**src/rtl/hazard_detector_if.sv**
```systemverilog
// Signal bundle between decode/execute/branch-resolution and the hazard detector.
// The pipeline side is the master and drives operand/resolve info; the detector is the slave and returns hazard flags.
interface hazard_detector_if #(
   parameter int REG_ADDR_WIDTH = 5,
   parameter int ADDR_WIDTH     = 32
);
   logic                      dValid;
   logic                      dIsBranch;
   logic                      dRs1Used;
   logic                      dRs2Used;
   logic [REG_ADDR_WIDTH-1:0] dRs1Addr;
   logic [REG_ADDR_WIDTH-1:0] dRs2Addr;
   logic                      eValid;
   logic                      eIsLoad;
   logic                      eRdWrite;
   logic [REG_ADDR_WIDTH-1:0] eRdAddr;
   logic                      resolveValid;
   logic                      resolveTaken;
   logic                      resolvePredTaken;
   logic [ADDR_WIDTH-1:0]     resolveTarget;
   logic [ADDR_WIDTH-1:0]     resolvePredTarget;
   logic [ADDR_WIDTH-1:0]     resolvePc;
   logic                      isDataHazard;
   logic                      isBranchHazard;
   logic                      isBranchHazardDelayed;
   logic                      isMiss;
   logic [ADDR_WIDTH-1:0]     redirectPc;
   logic [31:0]               missCount;
   logic                      watchdogTrip;

   modport master (
      output dValid, dIsBranch, dRs1Used, dRs2Used, dRs1Addr, dRs2Addr,
             eValid, eIsLoad, eRdWrite, eRdAddr,
             resolveValid, resolveTaken, resolvePredTaken,
             resolveTarget, resolvePredTarget, resolvePc,
      input  isDataHazard, isBranchHazard, isBranchHazardDelayed,
             isMiss, redirectPc, missCount, watchdogTrip
   );

   modport slave (
      input  dValid, dIsBranch, dRs1Used, dRs2Used, dRs1Addr, dRs2Addr,
             eValid, eIsLoad, eRdWrite, eRdAddr,
             resolveValid, resolveTaken, resolvePredTaken,
             resolveTarget, resolvePredTarget, resolvePc,
      output isDataHazard, isBranchHazard, isBranchHazardDelayed,
             isMiss, redirectPc, missCount, watchdogTrip
   );
endinterface

```
**src/rtl/hazard_detector.sv**
```systemverilog
// Load-use and branch hazard detection for the stage controller, tracking the single outstanding
// branch and producing a registered misprediction pulse with the redirect PC.
module hazard_detector #(
   parameter int REG_ADDR_WIDTH = 5,
   parameter int ADDR_WIDTH     = 32,
   parameter int WATCHDOG_LIMIT = 15
) (
   input logic               clk,
   input logic               rst,
   hazard_detector_if.slave  bus
);
   localparam int WDW = $clog2(WATCHDOG_LIMIT + 1);
   localparam logic [WDW-1:0] WD_MAX = WDW'(WATCHDOG_LIMIT);
   localparam logic [WDW-1:0] WD_ONE = WDW'(1);

   localparam logic [0:0] IDLE    = 1'b0;
   localparam logic [0:0] PENDING = 1'b1;

   logic [0:0]            state;
   logic [WDW-1:0]        wdCount;
   logic                  tripReg;
   logic                  missReg;
   logic                  delayedReg;
   logic [ADDR_WIDTH-1:0] redirectReg;
   logic [31:0]           missCountReg;
   logic                  dataHazard;
   logic                  branchHazard;
   logic                  mispredict;

   // Register 0 is hardwired, so a load targeting it can never create a dependency.
   always_comb begin
      dataHazard = bus.dValid & bus.eValid & bus.eIsLoad & bus.eRdWrite
                 & (bus.eRdAddr != REG_ADDR_WIDTH'(0))
                 & ((bus.dRs1Used & (bus.dRs1Addr == bus.eRdAddr))
                  | (bus.dRs2Used & (bus.dRs2Addr == bus.eRdAddr)));
   end

   // A branch held back by a load-use stall, or flushed by a miss, must not count as in flight yet.
   always_comb begin
      branchHazard = 1'b1;
      if (state == IDLE)
         branchHazard = bus.dValid & bus.dIsBranch & ~dataHazard & ~missReg;
   end

   always_comb begin
      mispredict = bus.resolveValid
                 & ((bus.resolveTaken != bus.resolvePredTaken)
                  | (bus.resolveTaken & (bus.resolveTarget != bus.resolvePredTarget)));
   end

   always_ff @(posedge clk or posedge rst) begin
      if (rst) begin
         state   <= IDLE;
         wdCount <= '0;
         tripReg <= 1'b0;
      end else if (missReg) begin
         state <= IDLE;
      end else begin
         case (state)
            IDLE: begin
               if (branchHazard) begin
                  state   <= PENDING;
                  wdCount <= '0;
               end
            end
            PENDING: begin
               if (bus.resolveValid) begin
                  state <= IDLE;
               end else if (wdCount != WD_MAX) begin
                  wdCount <= wdCount + WD_ONE;
                  if ((wdCount + WD_ONE) == WD_MAX)
                     tripReg <= 1'b1;
               end
            end
            default: state <= IDLE;
         endcase
      end
   end

   // The redirect PC is only updated on a miss so that it holds across correct predictions.
   always_ff @(posedge clk or posedge rst) begin
      if (rst) begin
         missReg      <= 1'b0;
         redirectReg  <= '0;
         missCountReg <= '0;
      end else begin
         missReg <= mispredict;
         if (mispredict) begin
            redirectReg  <= bus.resolveTaken ? bus.resolveTarget
                                             : bus.resolvePc + ADDR_WIDTH'(4);
            missCountReg <= missCountReg + 32'd1;
         end
      end
   end

   always_ff @(posedge clk or posedge rst) begin
      if (rst)
         delayedReg <= 1'b0;
      else
         delayedReg <= missReg ? 1'b0 : branchHazard;
   end

   assign bus.isDataHazard          = dataHazard;
   assign bus.isBranchHazard        = branchHazard;
   assign bus.isBranchHazardDelayed = delayedReg;
   assign bus.isMiss                = missReg;
   assign bus.redirectPc            = redirectReg;
   assign bus.missCount             = missCountReg;
   assign bus.watchdogTrip          = tripReg;
endmodule

```
**src/flat_wrapper.sv**
```systemverilog
// flat-port wrapper written by rule: the top's interface ports become plain ports
module hazard_detector_flat 
#(
   parameter int REG_ADDR_WIDTH = 5,
   parameter int ADDR_WIDTH     = 32,
   parameter int WATCHDOG_LIMIT = 15
)
  (clk, rst, bus_dValid, bus_dIsBranch, bus_dRs1Used, bus_dRs2Used, bus_dRs1Addr, bus_dRs2Addr, bus_eValid, bus_eIsLoad, bus_eRdWrite, bus_eRdAddr, bus_resolveValid, bus_resolveTaken, bus_resolvePredTaken, bus_resolveTarget, bus_resolvePredTarget, bus_resolvePc, bus_isDataHazard, bus_isBranchHazard, bus_isBranchHazardDelayed, bus_isMiss, bus_redirectPc, bus_missCount, bus_watchdogTrip);
  hazard_detector_if #(.REG_ADDR_WIDTH(REG_ADDR_WIDTH), .ADDR_WIDTH(ADDR_WIDTH)) bus_i ();
  input logic clk;
  input logic rst;
  input wire logic [$bits(bus_i.dValid)-1:0] bus_dValid;
  input wire logic [$bits(bus_i.dIsBranch)-1:0] bus_dIsBranch;
  input wire logic [$bits(bus_i.dRs1Used)-1:0] bus_dRs1Used;
  input wire logic [$bits(bus_i.dRs2Used)-1:0] bus_dRs2Used;
  input wire logic [$bits(bus_i.dRs1Addr)-1:0] bus_dRs1Addr;
  input wire logic [$bits(bus_i.dRs2Addr)-1:0] bus_dRs2Addr;
  input wire logic [$bits(bus_i.eValid)-1:0] bus_eValid;
  input wire logic [$bits(bus_i.eIsLoad)-1:0] bus_eIsLoad;
  input wire logic [$bits(bus_i.eRdWrite)-1:0] bus_eRdWrite;
  input wire logic [$bits(bus_i.eRdAddr)-1:0] bus_eRdAddr;
  input wire logic [$bits(bus_i.resolveValid)-1:0] bus_resolveValid;
  input wire logic [$bits(bus_i.resolveTaken)-1:0] bus_resolveTaken;
  input wire logic [$bits(bus_i.resolvePredTaken)-1:0] bus_resolvePredTaken;
  input wire logic [$bits(bus_i.resolveTarget)-1:0] bus_resolveTarget;
  input wire logic [$bits(bus_i.resolvePredTarget)-1:0] bus_resolvePredTarget;
  input wire logic [$bits(bus_i.resolvePc)-1:0] bus_resolvePc;
  output wire logic [$bits(bus_i.isDataHazard)-1:0] bus_isDataHazard;
  output wire logic [$bits(bus_i.isBranchHazard)-1:0] bus_isBranchHazard;
  output wire logic [$bits(bus_i.isBranchHazardDelayed)-1:0] bus_isBranchHazardDelayed;
  output wire logic [$bits(bus_i.isMiss)-1:0] bus_isMiss;
  output wire logic [$bits(bus_i.redirectPc)-1:0] bus_redirectPc;
  output wire logic [$bits(bus_i.missCount)-1:0] bus_missCount;
  output wire logic [$bits(bus_i.watchdogTrip)-1:0] bus_watchdogTrip;
  assign bus_i.dValid = bus_dValid;
  assign bus_i.dIsBranch = bus_dIsBranch;
  assign bus_i.dRs1Used = bus_dRs1Used;
  assign bus_i.dRs2Used = bus_dRs2Used;
  assign bus_i.dRs1Addr = bus_dRs1Addr;
  assign bus_i.dRs2Addr = bus_dRs2Addr;
  assign bus_i.eValid = bus_eValid;
  assign bus_i.eIsLoad = bus_eIsLoad;
  assign bus_i.eRdWrite = bus_eRdWrite;
  assign bus_i.eRdAddr = bus_eRdAddr;
  assign bus_i.resolveValid = bus_resolveValid;
  assign bus_i.resolveTaken = bus_resolveTaken;
  assign bus_i.resolvePredTaken = bus_resolvePredTaken;
  assign bus_i.resolveTarget = bus_resolveTarget;
  assign bus_i.resolvePredTarget = bus_resolvePredTarget;
  assign bus_i.resolvePc = bus_resolvePc;
  assign bus_isDataHazard = bus_i.isDataHazard;
  assign bus_isBranchHazard = bus_i.isBranchHazard;
  assign bus_isBranchHazardDelayed = bus_i.isBranchHazardDelayed;
  assign bus_isMiss = bus_i.isMiss;
  assign bus_redirectPc = bus_i.redirectPc;
  assign bus_missCount = bus_i.missCount;
  assign bus_watchdogTrip = bus_i.watchdogTrip;
  hazard_detector #(.REG_ADDR_WIDTH(REG_ADDR_WIDTH), .ADDR_WIDTH(ADDR_WIDTH), .WATCHDOG_LIMIT(WATCHDOG_LIMIT)) u_core (.clk(clk), .rst(rst), .bus(bus_i));
endmodule
```
**config.mk**
```make
export PLATFORM = sky130hd
export DESIGN_NAME = hazard_detector_flat
export DESIGN_NICKNAME = d
export VERILOG_FILES = /design/src/rtl/hazard_detector_if.sv /design/src/rtl/hazard_detector.sv /design/src/flat_wrapper.sv
export SDC_FILE = /design/constraint.sdc
export NUM_CORES = 1
export LEC_CHECK = 0
export ABC_AREA = 1
export BUFFER_PORTS_ARGS = -buffer_cell sky130_fd_sc_hd__buf_2
export CORE_ASPECT_RATIO = 0.75
export CORE_UTILIZATION = 40
export CTS_CLUSTER_DIAMETER = 120
export CTS_CLUSTER_SIZE = 40
export DETAILED_ROUTE_END_ITERATION = 6
export GPL_ROUTABILITY_DRIVEN = 0
export HOLD_SLACK_MARGIN = 0.08
export PLACE_DENSITY = 0.77
export SLEW_MARGIN = 5
export SYNTH_ARGS = -nofsm -noshare
export SYNTH_HDL_FRONTEND = slang
export SYNTH_SLANG_ARGS = --single-unit
```
**constraint.sdc**
```tcl
create_clock -name clk -period 5 [get_ports clk]
set_input_delay 1 -clock clk [delete_from_list [all_inputs] [get_ports clk]]
set_output_delay 1 -clock clk [all_outputs]
set_load 0.02 [all_outputs]
```
Word level (Yosys, flattened, before mapping)

Index checks and enable logic that the tools add are counted.

Output and inout bits: 69
Logic and storage cells: 51
Bits of input ports: 123
Flip-flop bits (word level): 72

Eq/ne operators: 9
Bitwise gates (word level): 18
Mux-type cells: 11
Reduce and logical (&&, ||, !) cells: 3
Add/sub/neg operators: 3

Operators with widths:

| operator              | number |
|---|---|
| $add 32x1->32 const B | 1 |
| $add 32x3->32 const B | 1 |
| $mux 32               | 1 |
| $ne 32x32->1          | 1 |
| $and 1x1->1           | 12 |
| $mux 4                | 3 |
| $eq 5x5->1            | 2 |
| $pmux 4 s2            | 1 |
| $mux 1                | 5 |
| $reduce_and 5->1      | 1 |
| $reduce_bool 5->1     | 1 |
| $add 4x1->4 const B   | 1 |
| $eq 4x4->1 const B    | 1 |
| $ne 2x2->1 const B    | 2 |
| $ne 4x4->1 const B    | 1 |
| $not 1->1             | 4 |
| $reduce_and 4->1      | 1 |
| $ne 2x1->1 const B    | 1 |
| $or 1x1->1            | 2 |
| $pmux 1 s2            | 1 |
| $ne 1x1->1            | 1 |

Logic depth before layout (Yosys ltp)

Gate-level depths: netlist of the first run.

Depth after elaboration: 12
Mapped depth: 12
Gate-level depth less buffers: 12

Least setup slack after synthesis of the first run

Ideal clock, no wire load.

Path kind: input to output
Start point: in bus_eRdAddr[3]
End point: out bus_isBranchHazard
Buffers on the path: 0
Data arrival time: 1.645 ns
Setup slack: 2.355 ns
Stages: 9
Data required time: 4.000 ns
Path through: inv_1 nand2_1 nand2_1 nor2_1 nand3_1 nand2_1 nand2_1 nand2_1 nand2_1

Word-level cells in the longest chain between the ends: 8
Elaborated cells between the ends (all ways): 12
Classes of those cells: eq/ne (2); mux (1); bitwise (8); reduce/logical (1)

Ends and longest elaborated chain:

| element                               | line                                         | source |
|---|---|---|
| start: declaration                    | flat_wrapper.sv:21                           | `input wire logic [$bits(bus_i.eRdAddr)-1:0] bus_eRdAddr;` |
| $eq 5x5->1, on equally long branches  | hazard_detector.sv:34, hazard_detector.sv:35 |  |
| $and 1x1->1, on equally long branches | hazard_detector.sv:34, hazard_detector.sv:35 |  |
| $or 1x1->1                            | hazard_detector.sv:35                        | `\| (bus.dRs2Used & (bus.dRs2Addr == bus.eRdAddr)));` |
| $and 1x1->1 (*)                       | hazard_detector.sv:34                        | `& ((bus.dRs1Used & (bus.dRs1Addr == bus.eRdAddr))` |
| $not 1->1 (*)                         | hazard_detector.sv:42                        | `branchHazard = bus.dValid & bus.dIsBranch & ~dataHazard & ~missReg;` |
| $and 1x1->1 (*) (2 in series)         | hazard_detector.sv:42                        |  |
| $mux 1 (*)                            | hazard_detector.sv:41                        | `if (state == IDLE)` |
| end: declaration                      | flat_wrapper.sv:29                           | `output wire logic [$bits(bus_i.isBranchHazard)-1:0] bus_isBranchHazard;` |

Mark *: on every way between the ends. The rest lies on a longest branch, timed or not.

Worst setup path after layout of the first run

Start point: in bus_eRdAddr[4]
End point: out bus_isBranchHazard

The elaborated chain is that of the path after synthesis.

==> results of run 1 <==
[worst max-delay path: stages]
cell	delay (ns)
buf_2	0.11
inv_1	0.09
nand2_1	0.05
nand2_1	0.07
nor2_1	0.04
nand3_1	0.05
nand2_1	0.06
nand2_1	0.08
nand2_1	0.05
nand2_1	0.17
buf_2	0.21
[stage by stage]
stage	hold WS, ns	worst slack [ns]	instances	utilization	total power [mW]
global placement	0.435	1.83	1258	0.486	1.12
global route	0.488	1.80	1274	0.508	1.88
finish	0.461	2.02	1274	0.508	1.78
detailed placement	0.444	1.75	1258	0.486	1.12
floorplan	0.481	2.18	916	-	0.949
CTS	0.461	2.01	1274	0.508	1.79
[final cells by class]
| class | count | area (µm²) |
|---|---|---|
| inverter | 83 | 312 |
| sequential | 72 | 1800 |
| multi-input combinational | 733 | 3410 |
| timing repair buffer | 195 | 986 |
| tap | 175 | 219 |
| clock inverter | 6 | 67.6 |
| clock buffer | 10 | 239 |
| fill | 1429 | 6810 |
[cells in the mapped netlist (all sizes together)]
library cell,count,area [µm²]
o22ai,1,6.26
a21oi,1,5.00
clkbuf,8,30.0
o21a,1,7.51
nor3,18,111
nor3b,1,7.51
buf,20,159
inv,82,308
o21ai,24,120
dfrtp,72,1800
a31oi,2,12.5
nand3,105,531
and3,2,12.5
nand3b,12,90.1
xnor2,25,219
o31ai,1,7.51
nand4,14,87.6
clkinv,1,3.75
nor2,99,387
ha,4,50.1
a21o,2,15.0
or2,11,68.8
xor2,24,210
nand2,386,1460
[report_power, final]
part	switching [mW]	internal [mW]
Clock	0.260	0.402
Sequential	0.0507	0.635
Combinational	0.278	0.152
Total	0.589	1.19
[registers in the layout, summed over array words and instances (netlist names)]
name / count
u_core.bus.watchdogTrip: 1
u_core.state: 1
u_core.bus.redirectPc: 32
u_core.bus.missCount: 32
u_core.wdCount: 4
u_core.bus.isMiss: 1
u_core.bus.isBranchHazardDelayed: 1
[routing by layer]
metal  vias up  track usage
li1       3227            -
met5         -            0
met4         0       0.0495
met2       281        0.377
met3        22       0.0568
met1      2880        0.355
[worst paths after layout]
path,slack (ns),depth (start not counted),start,end
worst max-delay path,2.02,11,bus_eRdAddr[4],bus_isBranchHazard
worst min-delay path,0.46,1,u_core.bus.watchdogTrip$_DFFE_PP0P_,u_core.bus.watchdogTrip$_DFFE_PP0P_
min in group asynchronous,0.83,2,rst,u_core.bus.missCount[11]$_DFFE_PP0P_
worst min register to register,0.46,1,u_core.bus.watchdogTrip$_DFFE_PP0P_,u_core.bus.watchdogTrip$_DFFE_PP0P_
max in group asynchronous,3.21,3,rst,u_core.bus.redirectPc[23]$_DFFE_PP0P_
worst max register to register,2.95,7,u_core.bus.missCount[0]$_DFFE_PP0P_,u_core.bus.missCount[30]$_DFFE_PP0P_
[logic make-up after synthesis]
family	after synthesis
adder cells (fa/ha/maj)	4
AO/OA/AOI/OAI	32
XOR/XNOR	49
buffers and inverters	111
AND/OR/NAND/NOR	648
flip-flops	72
==> results.json, run 1 <==
{
  "status": "completed",
  "die-area_um2": 14800,
  "seq_area_frac_synth": 0.316,
  "die_w_um": 140,
  "rows": 37,
  "drt-initial-drc-count": 514,
  "cts_buffers": 9,
  "fp.dieH_um": 105,
  "clockRootBuffer": "clkbuf_16",
  "synth_nets": 1043,
  "peakVddDrop_v": 0.000158,
  "hpwl_mm": 13.9,
  "synthCells": 916,
  "hold_buffers": 0,
  "synth_xor_area_frac": 0.0752,
  "dr.pass1.iters": 5,
  "max_freq_mhz": 335,
  "fin_crit_sh": 0.597,
  "drc": 0,
  "layout_common_cells": "383 x nand2_1, 191 x buf_2, 104 x nand3_1",
  "grt_first_pass_wirelength_mm": 28.9,
  "synth_compound_area_frac": 0.0305,
  "fin_nets": 1221,
  "met3WireLength_mm": 1.52,
  "powerDensity_nw_per_um2": 253,
  "hold_path_class": "register to register",
  "track_usage": 0.247,
  "fin_area_um2": 7030,
  "path_class": "input pin to primary output",
  "finalMaxSlewViolations": 0,
  "ios": 192,
  "cp-end-kind": "primary output",
  "hold_viol_final": 0,
  "yosys.area_share.simple": 0.482,
  "syn_area_um2": 5710,
  "initial_core_util": 0.412,
  "drive_gt1_frac": 0.209,
  "fin_skew_ns": 0.00630,
  "vias_per_cell": 5.03,
  "syn_to_final_growth_pct": 23.2,
  "crit_fanout": 7,
  "routed_wl_mm": 17.8,
  "synth_cell_types": 35,
  "clk_pin_slew_ns": 0.06,
  "cts_resized": 0,
  "p_leak_nw": 3.99,
  "gr-total-overflow": 0,
  "design.core.area_um2": 13800,
  "antenna_found_initial": 0,
  "finalSetupTns_ns": 0,
  "port_buffers": 191,
  "synthAdderAreaFrac": 0.00877,
  "placed_area_um2": 6720,
  "syn_avg_cell_area_um2": 6.23,
  "m1WireLength_mm": 8.54,
  "synthMuxAreaShare": 0,
  "rsz0062_at_grt": "no",
  "cts_buffer_depth": 2,
  "tightest_slew_ns": 0.939,
  "ys.warnings.count": 0,
  "synth_seq_cells": 72,
  "synth_top_family_by_area": "simple AND/OR/NAND/NOR gates",
  "vias": 6410,
  "cp-start-kind": "input pin",
  "crit_arrival_ns": 1.98,
  "htreeDepth": 3,
  "num_antenna_cells": 0,
  "setup_viol_count_final": 0,
  "grt_pass1_vias": 5905,
  "cts_tree": "built",
  "clock-sinks": 72,
  "cts_setup_buffers": 0,
  "period_minus_slack_ns": 2.98,
  "max_cap_violations": 0,
  "maxSlewHeadroom": 0.374,
  "crit_required_ns": 4.00,
  "wl_met2_mm": 7.47,
  "drtAntennaViolNets": 0,
  "grt_max_degree": 65,
  "clock_latency_ns": 0.33,
  "top_layer": "met4",
  "layout_commonest_cell": "nand2_1",
  "wl_per_cell_um": 13.9
}
Power figures use the tool's default switching activity.
==> run 2: changes to the inputs <==
==> constraint.sdc (replaced) <==
create_clock -name clk -period 2.8 [get_ports clk]
set_input_delay 0.56 -clock clk [delete_from_list [all_inputs] [get_ports clk]]
set_output_delay 0.56 -clock clk [all_outputs]
set_load 0.02 [all_outputs]
==> results.json, run 2 (same netlist as run 1, synthesis figures left out) <==
{
  "status": "completed",
  "cp-end-kind": "primary output",
  "peakVddDrop_v": 0.000343,
  "maxSlewHeadroom": 0.519,
  "reg2reg_depth": 7,
  "path_delay_family": "simple AND/OR/NAND/NOR gates",
  "routed_wl_mm": 17.9,
  "finalMaxSlewViolations": 0,
  "clock_latency_ns": 0.33,
  "drive_gt1_frac": 0.213,
  "worst-path-buf-inv": 3,
  "clock-sinks": 72,
  "fp.dieH_um": 105,
  "rows": 37,
  "slowest_stage": "buf_2",
  "path_class": "input pin to primary output",
  "vias": 6385,
  "dr.pass1.iters": 6,
  "wl_per_cell_um": 14.0,
  "p_leak_nw": 4.02,
  "r2r_start": "u_core.bus.missCount[0]$_DFFE_PP0P_",
  "fin_skew_ns": 0.00557,
  "tightest_slew_ns": 0.721,
  "htreeDepth": 3,
  "cts_resized": 0,
  "rrSetupSlack_ns": 0.69,
  "track_usage": 0.245,
  "critical_path.max_stage_delay_ns": 0.21,
  "syn_to_final_growth_pct": 24.1,
  "post-place-ws_ns": 0.676,
  "grt_max_degree": 66,
  "hold_buffers": 0,
  "crit_arrival_ns": 1.56,
  "grt_first_pass_wirelength_mm": 28.6,
  "max_cap_violations": 0,
  "crit_required_ns": 2.24,
  "hold_viol_final": 0,
  "clk_pin_slew_ns": 0.06,
  "crit_fanout": 7,
  "setup_ws_ns": 0.684,
  "vias_per_cell": 4.99,
  "ios": 192,
  "nFillCells": 1436,
  "layout_commonest_cell": "nand2_1",
  "grt_pass1_vias": 5776,
  "hold_path_class": "input pin to asynchronous set/reset pin",
  "port_buffers": 191,
  "setup_viol_count_final": 0,
  "period_minus_slack_ns": 2.12,
  "timing.rr.end": "u_core.bus.missCount[30]$_DFFE_PP0P_",
  "die-area_um2": 14800,
  "drtAntennaViolNets": 0,
  "fin_crit_sh": 0.756,
  "gr-total-overflow": 0,
  "design.core.area_um2": 13800,
  "die_w_um": 140,
  "cp-start-kind": "input pin",
  "finalSetupTns_ns": 0,
  "drt-initial-drc-count": 445,
  "path_cells": "buf_2, inv_1, nand2_1, nand2_1, nor2_1, nand3_1, nand2_1, nand2_1, nand2_1, nand2_1, buf_2",
  "antenna_found_initial": 0,
  "fin_nets": 1226,
  "path_common_cell": "nand2_1",
  "num_antenna_cells": 0,
  "cts_buffers": 9,
  "drc": 0,
  "cts_setup_buffers": 0,
  "hpwl_mm": 14.1,
  "powerDensity_nw_per_um2": 450,
  "cts_tree": "built",
  "rsz0062_at_grt": "no",
  "clockRootBuffer": "clkbuf_16",
  "initial_core_util": 0.412,
  "max_freq_mhz": 473,
  "cts_buffer_depth": 2,
  "layout_common_cells": "383 x nand2_1, 191 x buf_2, 104 x nand3_1"
}
==> run 2: cell types whose count changed in the layout (fill, tap and decap cells not counted) <==
cell    delta
buf_4      +4
buf_12     +1
==> run 2: layout make-up <==
type	instances	area, µm²	area share
multi-input combinational	733	3410	0.481
inverter	83	312	0.0440
tap	175	219	0.0309
clock inverter	6	67.6	0.00954
sequential	72	1800	0.254
clock buffer	10	239	0.0338
timing repair buffer	200	1040	0.146
==> run 2: how the worst max path moves through the flow <==
stage	start	end	slack [ns]	depth (start not counted)
3_5_place_dp	bus_eRdAddr[4]	bus_isBranchHazard	0.68	11
4_1_cts	bus_eRdAddr[4]	bus_isBranchHazard	0.68	11
3_3_place_gp	bus_eRdAddr[2]	bus_isBranchHazard	0.72	11
5_1_grt	u_core.bus.missCount[0]$_DFFE_PP0P_	u_core.bus.missCount[30]$_DFFE_PP0P_	0.56	7
2_1_floorplan	rst	u_core.bus.isBranchHazardDelayed$_DFF_PP0_	0.42	1
6_report	bus_eRdAddr[4]	bus_isBranchHazard	0.68	11
==> run 2: per-layer routing <==
| layer | track usage | up-vias | share of wire |
|---|---|---|---|
| li1 | - | 3241 | - |
| met1 | 0.351 | 2849 | 0.49 |
| met2 | 0.372 | 276 | 0.41 |
| met3 | 0.0622 | 19 | 0.091 |
| met4 | 0.0487 | 0 | 0.0099 |
| met5 | 0 | - | 0 |
==> run 2: power breakdown <==
group | internal (mW) | leakage [nW] | total, mW | switching [mW]
combinational | 0.277 | 2.92 | 0.776 | 0.498
sequential | 1.13 | 0.948 | 1.22 | 0.0899
clock | 0.717 | 0.145 | 1.19 | 0.470
total | 2.13 | 4.02 | 3.19 | 1.06
==> run 2: metrics by stage <==
| stage | hold WS, ns | instance area, µm² | instances | utilization | total power, mW |
|---|---|---|---|---|---|
| final | 0.345 | 7080 | 1279 | 0.512 | 3.19 |
| after global routing | 0.412 | 7080 | 1279 | 0.512 | 3.35 |
| after CTS | 0.367 | 7080 | 1279 | 0.512 | 3.21 |
| after detailed placement | 0.444 | 6770 | 1263 | 0.489 | 2.02 |
| after global placement | 0.434 | 6770 | 1263 | 0.489 | 2.00 |
| after floorplan | 0.481 | 5710 | 916 | - | 1.69 |
==> run 3: changes to the inputs <==
==> constraint.sdc (replaced) <==
create_clock -name clk -period 2 [get_ports clk]
set_input_delay 0.4 -clock clk [delete_from_list [all_inputs] [get_ports clk]]
set_output_delay 0.4 -clock clk [all_outputs]
set_load 0.02 [all_outputs]
==> results.json, run 3 (same netlist as run 1, synthesis figures left out) <==
{
  "p_int_mw": 3.28,
  "pwr-share-comb": 0.235,
  "worst-path-buf-inv": 0,
  "cts_buffer_depth": 2,
  "critical_path.max_stage_delay_ns": 0.46,
  "finalSetupTns_ns": 0,
  "vias": 6461,
  "max_freq_mhz": 555,
  "slowest_stage": "dfrtp_1",
  "grt_pass1_vias": 5940,
  "clockRootBuffer": "clkbuf_16",
  "r2r_start": "u_core.bus.missCount[0]$_DFFE_PP0P_",
  "num_antenna_cells": 0,
  "crit_required_ns": 2.27,
  "setup_viol_count_final": 0,
  "initial_core_util": 0.412,
  "swShare": 0.309,
  "hold_viol_final": 0,
  "syn_to_final_growth_pct": 26.7,
  "antenna_found_initial": 0,
  "htreeDepth": 3,
  "dr.pass1.iters": 5,
  "powerDensity_nw_per_um2": 657,
  "hold_path_class": "input pin to register",
  "wl_per_cell_um": 14.3,
  "fin_skew_ns": 0.00504,
  "layout_commonest_cell": "nand2_1",
  "rsz0062_at_grt": "no",
  "total_power_mw": 4.75,
  "final_core_util": 0.522,
  "period_minus_slack_ns": 1.80,
  "layout_common_cells": "382 x nand2_1, 191 x buf_2, 104 x nand3_1",
  "path_delay_family": "simple AND/OR/NAND/NOR gates",
  "track_usage": 0.260,
  "vias_per_cell": 5.02,
  "grt_max_degree": 46,
  "path_class": "register to register",
  "hold_path_startpoint": "bus_resolveValid",
  "ios": 192,
  "path_cells": "ha_1, nand3_1, nor3_1, nand2_1, xnor2_1, nand3_1, nand2_1",
  "gr-total-overflow": 0,
  "die_w_um": 140,
  "hpwl_mm": 14.8,
  "grt_first_pass_wirelength_mm": 30.3,
  "maxSlewHeadroom": 0.687,
  "drt-initial-drc-count": 470,
  "design.core.area_um2": 13800,
  "p_leak_nw": 4.09,
  "cts_tree": "built",
  "p_sw_mw": 1.47,
  "placedCellCount": 1271,
  "reg2reg_depth": 7,
  "clk_pin_slew_ns": 0.06,
  "fin_nets": 1235,
  "drc": 0,
  "cp-start-kind": "register",
  "port_buffers": 191,
  "peakVddDrop_v": 0.000433,
  "rrSetupSlack_ns": 0.20,
  "worstHoldEndpoint": "u_core.state$_DFF_PP0_",
  "drive_gt1_frac": 0.219,
  "timing.rr.end": "u_core.bus.missCount[30]$_DFFE_PP0P_",
  "top_layer": "met4",
  "clockPowerShare": 0.404,
  "finalMaxSlewViolations": 0,
  "p_seq_frac": 0.361,
  "clock_latency_ns": 0.34,
  "met3WireLength_mm": 1.77,
  "routed_wl_mm": 18.5,
  "drtAntennaViolNets": 0,
  "tightest_slew_ns": 0.466,
  "m1WireLength_mm": 8.64,
  "clock-sinks": 72,
  "fin_crit_sh": 0.901,
  "crit_fanout": 6,
  "wl_met2_mm": 7.73,
  "fp.dieH_um": 105,
  "fin_cells": 1288,
  "rows": 37,
  "die-area_um2": 14800,
  "cp-end-kind": "register",
  "status": "completed",
  "worstHoldPathCells": 4,
  "crit_arrival_ns": 2.07,
  "max_cap_violations": 0,
  "cts_buffers": 9
}
-- run 3: how the worst max path moves through the flow --
stage / end / startpoint / depth (start not counted)
global route: u_core.bus.missCount[30]$_DFFE_PP0P_ / u_core.bus.missCount[0]$_DFFE_PP0P_ / 7
finish: u_core.bus.missCount[30]$_DFFE_PP0P_ / u_core.bus.missCount[0]$_DFFE_PP0P_ / 7
global placement: u_core.bus.redirectPc[10]$_DFFE_PP0P_ / bus_resolveTarget[12] / 11
detailed placement: u_core.bus.redirectPc[26]$_DFFE_PP0P_ / bus_resolvePc[2] / 13
floorplan: u_core.bus.missCount[30]$_DFFE_PP0P_ / u_core.bus.missCount[0]$_DFFE_PP0P_ / 7
CTS: bus_isBranchHazard / bus_eRdAddr[4] / 11
-- run 3: what timing repair did --
action                                 in CTS  in global routing
setup buffers                               0                  0
endpoints found under the hold margin       8                  0
setup endpoints to repair                   0                  1
resized for setup                           0                  1
hold buffers                                1                  0
-- run 3: power by group through the flow --
stage	registers, mW	clock network [mW]	logic, mW
6_report	1.71	1.92	1.12
5_1_grt	1.73	2.02	1.24
4_1_cts	1.71	1.94	1.12
3_5_place_dp	1.73	0	1.12
3_3_place_gp	1.74	0	1.10
2_1_floorplan	1.87	0	0.507
-- run 3: worst register-to-register path, cell delays in order (launching register included) --
cell,delay [ns]
dfrtp_1,0.46
ha_1,0.25
nand3_1,0.11
nor3_1,0.39
nand2_1,0.16
xnor2_1,0.16
nand3_1,0.10
nand2_1,0.10
-- run 3: layout make-up --
| class | count | area [µm²] |
|---|---|---|
| timing repair buffer | 209 | 1130 |
| tap | 175 | 219 |
| inverter | 83 | 315 |
| clock buffer | 11 | 253 |
| clock inverter | 5 | 103 |
| sequential | 72 | 1800 |
| fill | 1392 | 6610 |
| multi-input combinational | 733 | 3410 |
-- run 3: metrics by stage --
stage / hold WS (ns) / worst slack (ns) / cell area (µm²)
after floorplan: 0.481 / 0.312 / 5710
after global placement: 0.429 / 0.115 / 6860
after detailed placement: 0.429 / 0.0785 / 6860
after CTS: 0.369 / 0.185 / 7230
after global routing: 0.415 / 0.0244 / 7230
final: 0.384 / 0.197 / 7230
-- run 3: per-layer routing --
metal | GRT usage | vias to the layer above
met3 | 0.0763 | 28
met5 | 0 | -
met2 | 0.389 | 291
met4 | 0.0597 | 0
li1 | - | 3257
met1 | 0.369 | 2885
